==> config.mk <==
export PLATFORM = sky130hd
export DESIGN_NAME = oam_dma_ctrl
export DESIGN_NICKNAME = d
export VERILOG_FILES = /design/src/rtl/oam_dma_ctrl_pkg.sv /design/src/rtl/dma_slot_timer.sv /design/src/rtl/oam_dma_ctrl.sv
export SDC_FILE = /design/constraint.sdc
export NUM_CORES = 1
export LEC_CHECK = 0
export CAP_MARGIN = 25
export CORE_ASPECT_RATIO = 1.2
export CORE_MARGIN = 10
export CORE_UTILIZATION = 45
export DETAILED_ROUTE_END_ITERATION = 8
export PLACE_DENSITY = 0.78
export RECOVER_POWER = 50
export SKIP_LAST_GASP = 1
export SLEW_MARGIN = 20
export SYNTH_ARGS = -nofsm -noshare
export SYNTH_HDL_FRONTEND = slang
export SYNTH_HIERARCHICAL = 1
export SYNTH_SLANG_ARGS = --single-unit
==> constraint.sdc <==
create_clock -name clk -period 2.7 [get_ports clk]
set_input_delay 0.54 -clock clk [delete_from_list [all_inputs] [get_ports clk]]
set_output_delay 0.54 -clock clk [all_outputs]
set_load 0.01 [all_outputs]
==> src/rtl/oam_dma_ctrl_pkg.sv <==
// rtl/oam_dma_ctrl_pkg.sv - shared types and constants for the OAM DMA controller
package oam_dma_ctrl_pkg;

    typedef enum logic [1:0] {
        H_BLANK = 2'd0,
        V_BLANK = 2'd1,
        SCAN    = 2'd2,
        DRAW    = 2'd3
    } PPU_STATES_t;

    typedef enum logic [2:0] {
        IDLE,
        START,
        XFER_RD,
        XFER_LAT,
        XFER_WR,
        XFER_GAP
    } DMA_STATES_t;

    localparam logic [15:0] OAM_BASE_ADDR = 16'hFE00;
    localparam int          OAM_LEN       = 160;
    localparam logic [15:0] DMA_REG_ADDR  = 16'hFF46;

    // Pages E0..FF alias the work RAM at C0..DF.
    function automatic logic [7:0] remap_src_hi(input logic [7:0] value);
        return (value >= 8'hE0) ? (value - 8'h20) : value;
    endfunction

endpackage

==> src/rtl/dma_slot_timer.sv <==
// rtl/dma_slot_timer.sv - down-counter marking start-delay and byte-slot boundaries
module dma_slot_timer #(
    parameter int WIDTH = 4
) (
    input  logic             clk,
    input  logic             rst,
    input  logic             load,
    input  logic [WIDTH-1:0] load_val,
    output logic             done
);

    logic [WIDTH-1:0] count;

    always_ff @(posedge clk) begin
        if (rst) begin
            count <= '0;
        end else if (load) begin
            count <= load_val;
        end else if (count != '0) begin
            count <= count - 1'b1;
        end
    end

    assign done = (count == '0);

endmodule

==> src/rtl/oam_dma_ctrl.sv <==
// rtl/oam_dma_ctrl.sv - FF46-triggered 160-byte copy into OAM with CPU bus blocking
module oam_dma_ctrl
    import oam_dma_ctrl_pkg::*;
#(
    parameter int M_CYCLE     = 4,
    parameter int START_DELAY = 4
) (
    input  logic        clk,
    input  logic        rst,
    input  logic [15:0] ADDR,
    input  logic        WR,
    input  logic        RD,
    input  logic [7:0]  MMIO_DATA_out,
    input  logic [1:0]  PPU_MODE,
    output logic        DMA_RD,
    output logic        DMA_WR,
    output logic [15:0] DMA_ADDR,
    input  logic [7:0]  DMA_DATA_in,
    output logic [7:0]  DMA_DATA_out,
    output logic        DMA_ACTIVE,
    output logic        CPU_BLOCK,
    output logic        OAM_LOCK
);

    localparam int TMAX = (M_CYCLE > START_DELAY) ? M_CYCLE : START_DELAY;
    localparam int TW   = $clog2(TMAX + 1);

    DMA_STATES_t state, state_n;
    logic [7:0]  idx, idx_n;
    logic [7:0]  src_hi, src_hi_n;
    logic [7:0]  byte_q, byte_n;
    logic        trigger;
    logic        tmr_load;
    logic [TW-1:0] tmr_val;
    logic        tmr_done;
    logic        rd_n, wr_n, active_n;
    logic [15:0] addr_n;
    logic [7:0]  data_n;

    dma_slot_timer #(.WIDTH(TW)) u_slot_timer (
        .clk      (clk),
        .rst      (rst),
        .load     (tmr_load),
        .load_val (tmr_val),
        .done     (tmr_done)
    );

    assign trigger = WR && (ADDR == DMA_REG_ADDR);

    // Outputs are registered from the next state so strobes line up with the state they belong to.
    always_comb begin
        state_n  = state;
        idx_n    = idx;
        src_hi_n = src_hi;
        byte_n   = byte_q;
        tmr_load = 1'b0;
        tmr_val  = TW'(M_CYCLE - 1);
        if (trigger) begin
            state_n  = START;
            idx_n    = 8'h00;
            src_hi_n = remap_src_hi(MMIO_DATA_out);
            tmr_load = 1'b1;
            tmr_val  = TW'(START_DELAY - 1);
        end else begin
            case (state)
                START: begin
                    if (tmr_done) begin
                        state_n  = XFER_RD;
                        tmr_load = 1'b1;
                    end
                end
                XFER_RD:  state_n = XFER_LAT;
                XFER_LAT: begin
                    state_n = XFER_WR;
                    byte_n  = DMA_DATA_in;
                end
                XFER_WR:  state_n = XFER_GAP;
                XFER_GAP: begin
                    if (tmr_done) begin
                        if (idx == 8'(OAM_LEN - 1)) begin
                            state_n = IDLE;
                        end else begin
                            state_n  = XFER_RD;
                            idx_n    = idx + 8'h01;
                            tmr_load = 1'b1;
                        end
                    end
                end
                default: ;
            endcase
        end

        rd_n     = (state_n == XFER_RD);
        wr_n     = (state_n == XFER_WR);
        active_n = (state_n != IDLE) && (state_n != START);
        addr_n   = 16'h0000;
        data_n   = 8'h00;
        if (rd_n) begin
            addr_n = {src_hi_n, idx_n};
        end else if (wr_n) begin
            addr_n = OAM_BASE_ADDR + {8'h00, idx_n};
            data_n = byte_n;
        end
    end

    always_ff @(posedge clk) begin
        if (rst) begin
            state        <= IDLE;
            idx          <= 8'h00;
            src_hi       <= 8'h00;
            byte_q       <= 8'h00;
            DMA_RD       <= 1'b0;
            DMA_WR       <= 1'b0;
            DMA_ADDR     <= 16'h0000;
            DMA_DATA_out <= 8'h00;
            DMA_ACTIVE   <= 1'b0;
        end else begin
            state        <= state_n;
            idx          <= idx_n;
            src_hi       <= src_hi_n;
            byte_q       <= byte_n;
            DMA_RD       <= rd_n;
            DMA_WR       <= wr_n;
            DMA_ADDR     <= addr_n;
            DMA_DATA_out <= data_n;
            DMA_ACTIVE   <= active_n;
        end
    end

    // HRAM (FF80-FFFE) stays reachable and FF46 is never dropped, so a restart is always possible.
    assign CPU_BLOCK = DMA_ACTIVE && (RD || WR)
                       && !((ADDR >= 16'hFF80) && (ADDR <= 16'hFFFE))
                       && (ADDR != DMA_REG_ADDR);

    assign OAM_LOCK = DMA_ACTIVE || (PPU_MODE == SCAN) || (PPU_MODE == DRAW);

endmodule

# Yosys cells after proc, flatten, opt, wreduce, memory -nomap -nowiden

Cells that the tools add are included.

Register bits: 57
Bits in latches: 0
RAM bits: 0
Bits in read-only memories: 0
Input bits: 38
Output and inout bits: 29
Word-level logic and storage cells: 70
Memories: 0

Add/sub/neg operators: 4
Multipliers: 0
Divide/modulo/power cells: 0
Magnitude comparators: 3
Eq/ne operators: 13
Shifts and indexed selects: 0
Muxes and demuxes: 22
Bitwise logic cells: 1
Reduce and logical (&&, ||, !) cells: 16

Operator list:

| cell                  | number |
|---|---|
| $mux 8                | 8 |
| $mux 16               | 2 |
| $eq 16x16->1 const B  | 1 |
| $ge 16x16->1 const B  | 1 |
| $le 16x16->1 const B  | 1 |
| $ne 16x16->1 const B  | 1 |
| $pmux 3 s5            | 1 |
| $add 10x9->11 const A | 1 |
| $eq 3x2->1 const B    | 3 |
| $eq 3x3->1 const B    | 3 |
| $mux 3                | 3 |
| $add 8x1->8 const B   | 1 |
| $eq 8x8->1 const B    | 1 |
| $ge 8x8->1 const B    | 1 |
| $sub 8x6->8 const B   | 1 |
| $logic_and 1x1->1     | 6 |
| $mux 2                | 3 |
| $reduce_bool 3->1     | 2 |
| $eq 2x2->1 const B    | 2 |
| $mux 1                | 4 |
| $eq 3x1->1 const B    | 1 |
| $logic_not 3->1       | 1 |
| $logic_or 1x1->1      | 3 |
| $ne 3x1->1 const B    | 1 |
| other kinds (7)       | 7 |

# Longest topological paths before layout

Depth after elaboration: 8
Gate-level depth with buffers: 9
Depth with buffers taken out: 9

# Modules after synthesis

Netlist, hierarchy kept.

Modules (own cells, without submodules):

| module         | times used | cells each | area an instance (um^2) | sequential area each (um^2) |
|---|---|---|---|---|
| oam_dma_ctrl   | 1          | 212        | 1914.3                  | 920.9 |
| dma_slot_timer | 1          | 22         | 206.4                   | 60.1 |

# Worst setup path after synthesis

No wires, ideal clock.

Path type: reg2reg
From: register u_slot_timer.count[0]
To: register u_slot_timer.count[0]
Library setup time: 0.112 ns
Arrival: 1.942 ns
Data required time: 2.588 ns
Path slack: 0.646 ns
Cell stages (with the launch flop): 10
Path buffers: 0
Period minus slack after synthesis: 2.054 ns
Path through: dfxtp_1 -> inv_1 -> ha_1 -> nand2b_1 -> inv_1 -> nand2_1 -> a311oi_4 -> nand2b_1 -> nor2b_1 -> a2111oi_1

Cells in the longest elaborated chain, start to end: 5
Elaborated cells between the ends (all ways): 10
Those cells by class: 1 x add/sub; 6 x mux; 3 x reduce/logical

Ends and longest elaborated chain:

| what                                               | line                                   | RTL |
|---|---|---|
| start: declaration                                 | dma_slot_timer.sv:12                   | `logic [WIDTH-1:0] count;` |
| start signal: assignment                           | dma_slot_timer.sv:18                   | `count <= load_val;` |
| start signal: assignment                           | dma_slot_timer.sv:20                   | `count <= count - 1'b1;` |
| $logic_not 3->1 *                                  | dma_slot_timer.sv:24                   | `assign done = (count == '0);` |
| net tmr_done                                       | oam_dma_ctrl.sv:35                     | `logic tmr_done;` |
| $mux 1, on equally long branches                   | oam_dma_ctrl.sv:79, oam_dma_ctrl.sv:67 |  |
| $pmux 1 s2 *                                       | oam_dma_ctrl.sv:65                     | `case (state)` |
| $mux 1 *                                           | oam_dma_ctrl.sv:58                     | `if (trigger) begin` |
| net tmr_load                                       | oam_dma_ctrl.sv:33                     | `logic tmr_load;` |
| $mux 2 / $reduce_bool 2->1 (equally long branches) | -                                      |  |

The timed path passes the listed nets; every way through them passes the cells marked *. The select of a mux whose other input is x is not followed.
A chain may end at the register's enable or synchronous reset.

# Worst setup path after layout

From: input port ADDR[0]
To: register u_slot_timer.count[1]

Cells in the longest elaborated chain, start to end: 4
Elaborated cells between the ends (all ways): 5
Those cells by class: 1 x eq/ne; 2 x mux; 2 x reduce/logical

Ends and longest elaborated chain:

| what                                               | line               | RTL |
|---|---|---|
| start: declaration                                 | oam_dma_ctrl.sv:10 | `input logic [15:0] ADDR,` |
| $eq 16x16->1 *                                     | oam_dma_ctrl.sv:48 | `assign trigger = WR && (ADDR == DMA_REG_ADDR);` |
| $logic_and 1x1->1 *                                | oam_dma_ctrl.sv:48 |  |
| $mux 1 *                                           | oam_dma_ctrl.sv:58 |  |
| net tmr_load                                       | oam_dma_ctrl.sv:33 |  |
| $mux 2 / $reduce_bool 2->1 (equally long branches) | -                  |  |

The timed path passes the listed nets; every way through them passes the cells marked *.

==> flow_metrics.tcl <==
set metrics [dict create \
    syn-mean-instance-area_um2 9.063 \
    grt_pass1_vias 1901 \
    synth_edf_count 0 \
    synth_top_area_cell "dfxtp_1" \
    yosys.area.top_type_share_pct 46.25 \
    routedWlPerCell_um 14.31 \
    grt_usage_pct 13.83 \
    rows 27 \
    die-area_um2 7870 \
    drv_cap 0 \
    cts_max_path_buffers 2 \
    viasPerCell 5.354 \
    globalRouteMet2Util_pct 24.42 \
    postRouteAntennaNets 0 \
    cts_tree "yes" \
    area_delta_synth_final_pct 39.35 \
    drc 0 \
    synth_cells 234 \
    worst_pin_slew_ns 0.7485 \
    finalClockSkew_ns 0.007718 \
    core_um2 4561 \
    start_util_pct 46.50 \
    min_period_ns 2.388 \
    clkTransAtPathRegs_ns 0.09 \
    drive_above_1_share_pct 8.306 \
    routed_wl_um 5137 \
    synth_most_common_cell "dfxtp_1" \
    die_h_um 95.20 \
    synth_top_flop_cell "dfxtp_1" \
    worst_setup_path_start_kind "primary input" \
    hold_buffers 0 \
    antenna_found_initial 0 \
    grt_max_degree 16 \
    place_inst 351 \
    grt_remaining_overflow 0 \
    status "finished clean" \
    gp_congestion 0.8633 \
    dp_hpwl_um 4046 \
    drv_slew 0 \
    synth_cell_types 47 \
    crit_required_ns 2.89 \
    dr.pass1.iters 4 \
    ys_seq_area_share_pct 46.25 \
    max_freq_mhz 418.8 \
    cp_max_fo 8 \
    p_per_area_nw_per_um2 509.5 \
    multi_input_area_um2 1044 \
    final.setup.tns_ns 0 \
    worstPathArrival_ns 2.57 \
    ys_async_sr_fraction_pct 0 \
    ioPinCount 67 \
    ys_ff_latch 49 \
    numCtsBuffers 5 \
    met1_usage_pct 13.90 \
    ir_drop_mv 0.3432 \
    netlist_top_cells_area "dfxtp_1, a21oi_1, o21ai_0" \
    cts_root_buffer "clkbuf_8" \
    clkLatencyLatePin_ns 0.31 \
    path_class "in2reg" \
    grt_setup_unrepaired "no" \
    regArea_um2 980.9 \
    min_period_over_period_pct 88.43 \
    grt_util_met3_pct 6.309 \
    r2r_setup_slack_ns 0.41 \
    vias 1922 \
    yosysWarnings 6 \
    h-tree-depth 2 \
    grt.busiest_layer "met2" \
    p_leak_nw 1.183 \
    cts_sinks 49 \
    synthTopCellsByCount "dfxtp_1, a21oi_1, nor2_1" \
    syn_area_um2 2121 \
    final_cells 359 \
    die_w_um 82.67 \
    end_kind "flop" \
    relSlewSlack_pct 49.92 \
    setup_violations 0 \
    hold_viol 0 \
    io_buffers 65 \
    grt_first_pass_wirelength_um 8597 \
    diodes 0 \
    drt_iter0_markers 80 \
    fill_cells 399 \
    fin_nets 342 \
    min_path_type "reg2reg" \
]
==> layer usage <==
metal  wire length (µm)  vias up
met4                 73        0
met5                  0        -
met2               2664       51
met3                442        8
met1               1957      900
li1                   -      963
==> state kept, by name, indices dropped and copies added (netlist names) <==
register	flops
DMA_ADDR	16
DMA_DATA_out	8
idx	8
src_hi	8
state	3
u_slot_timer/count	3
DMA_WR	1
DMA_ACTIVE	1
DMA_RD	1
==> cell usage in the layout (no fill, tap or decap), drive strengths merged, types with 4 or more instances in the layout <==
| cell type | netlist | routed |
|---|---|---|
| a21oi | 22 | 22 |
| nor2b | 6 | 6 |
| clkbuf | 9 | 6 |
| ha | 4 | 4 |
| nor3 | 11 | 11 |
| and2 | 7 | 7 |
| buf | 7 | 9 |
| clkdlybuf4s50 | 0 | 36 |
| nand2 | 7 | 7 |
| nor2 | 17 | 17 |
| inv | 6 | 6 |
| nor3b | 5 | 5 |
| xor2 | 5 | 5 |
| dlygate4sd3 | 0 | 28 |
| and3 | 7 | 7 |
| nand3 | 12 | 12 |
| o21ai | 14 | 14 |
| nand4 | 8 | 8 |
| dfxtp | 49 | 49 |
==> per-stage QoR <==
step           hold slack (ns)  area, µm²  utilization [%]  total power, mW  setup slack (ns)
6_report                0.4742       2955            64.80            1.506            0.3124
5_1_grt                 0.4905       2955            64.80            1.572            0.1550
4_1_cts                 0.4746       2953            64.75            1.517           0.04881
3_5_place_dp            0.4636       2841            62.30            1.001           0.05143
3_3_place_gp            0.4554       2841            62.30           0.9856           0.09309
2_1_floorplan           0.4448       2125                -           0.9042            0.6463
==> area by class of cell <==
| class | count | share of cell area [%] |
|---|---|---|
| clock buffer | 6 | 2.456 |
| clock inverter | 2 | 1.312 |
| inverter | 7 | 0.8891 |
| multi-input combinational | 163 | 35.31 |
| sequential | 49 | 33.19 |
| tap | 58 | 2.456 |
| timing repair buffer | 74 | 24.39 |
==> final timing paths <==
| check | start | end | depth (start not counted) |
|---|---|---|---|
| max | ADDR[0] | u_slot_timer/count[1] | 8 |
| min | src_hi[6] | src_hi[6] | 2 |
| min reg2reg | src_hi[6] | src_hi[6] | 2 |
| max reg2reg | u_slot_timer/count[0] | u_slot_timer/count[1] | 9 |
==> repair_timing <==
action | 4_1_cts | 5_1_grt
resized for setup | 0 | 1
endpoints found under the setup margin | 0 | 1
buffers inserted | 0 | 0
==> worst max-delay path, cell delays in order <==
cell and delay, ns:
dlygate4sd3_1 0.55, nor3_1 0.25, buf_4 0.16, and3b_1 0.17, nand2_1 0.14, nand2b_1 0.24, nor2b_1 0.08, a2111oi_1 0.43
==> report_power, final <==
part	internal, mW	switching (mW)
clock network	0.278	0.246
logic	0.123	0.0990
registers	0.743	0.0173
==> cell families after synthesis <==
family / Yosys count / share of synthesized area, %
and+or+nand+nor: 101 / 27.85
AOI/OAI and AO/OA: 49 / 15.93
DFF: 49 / 46.25
buffers and inverters: 23 / 4.719
xor gates and xnor gates: 5 / 2.065
adders and majority gates: 4 / 2.360
other: 2 / 0.3541
muxes: 1 / 0.4720
(Power assumes the default switching activity.)
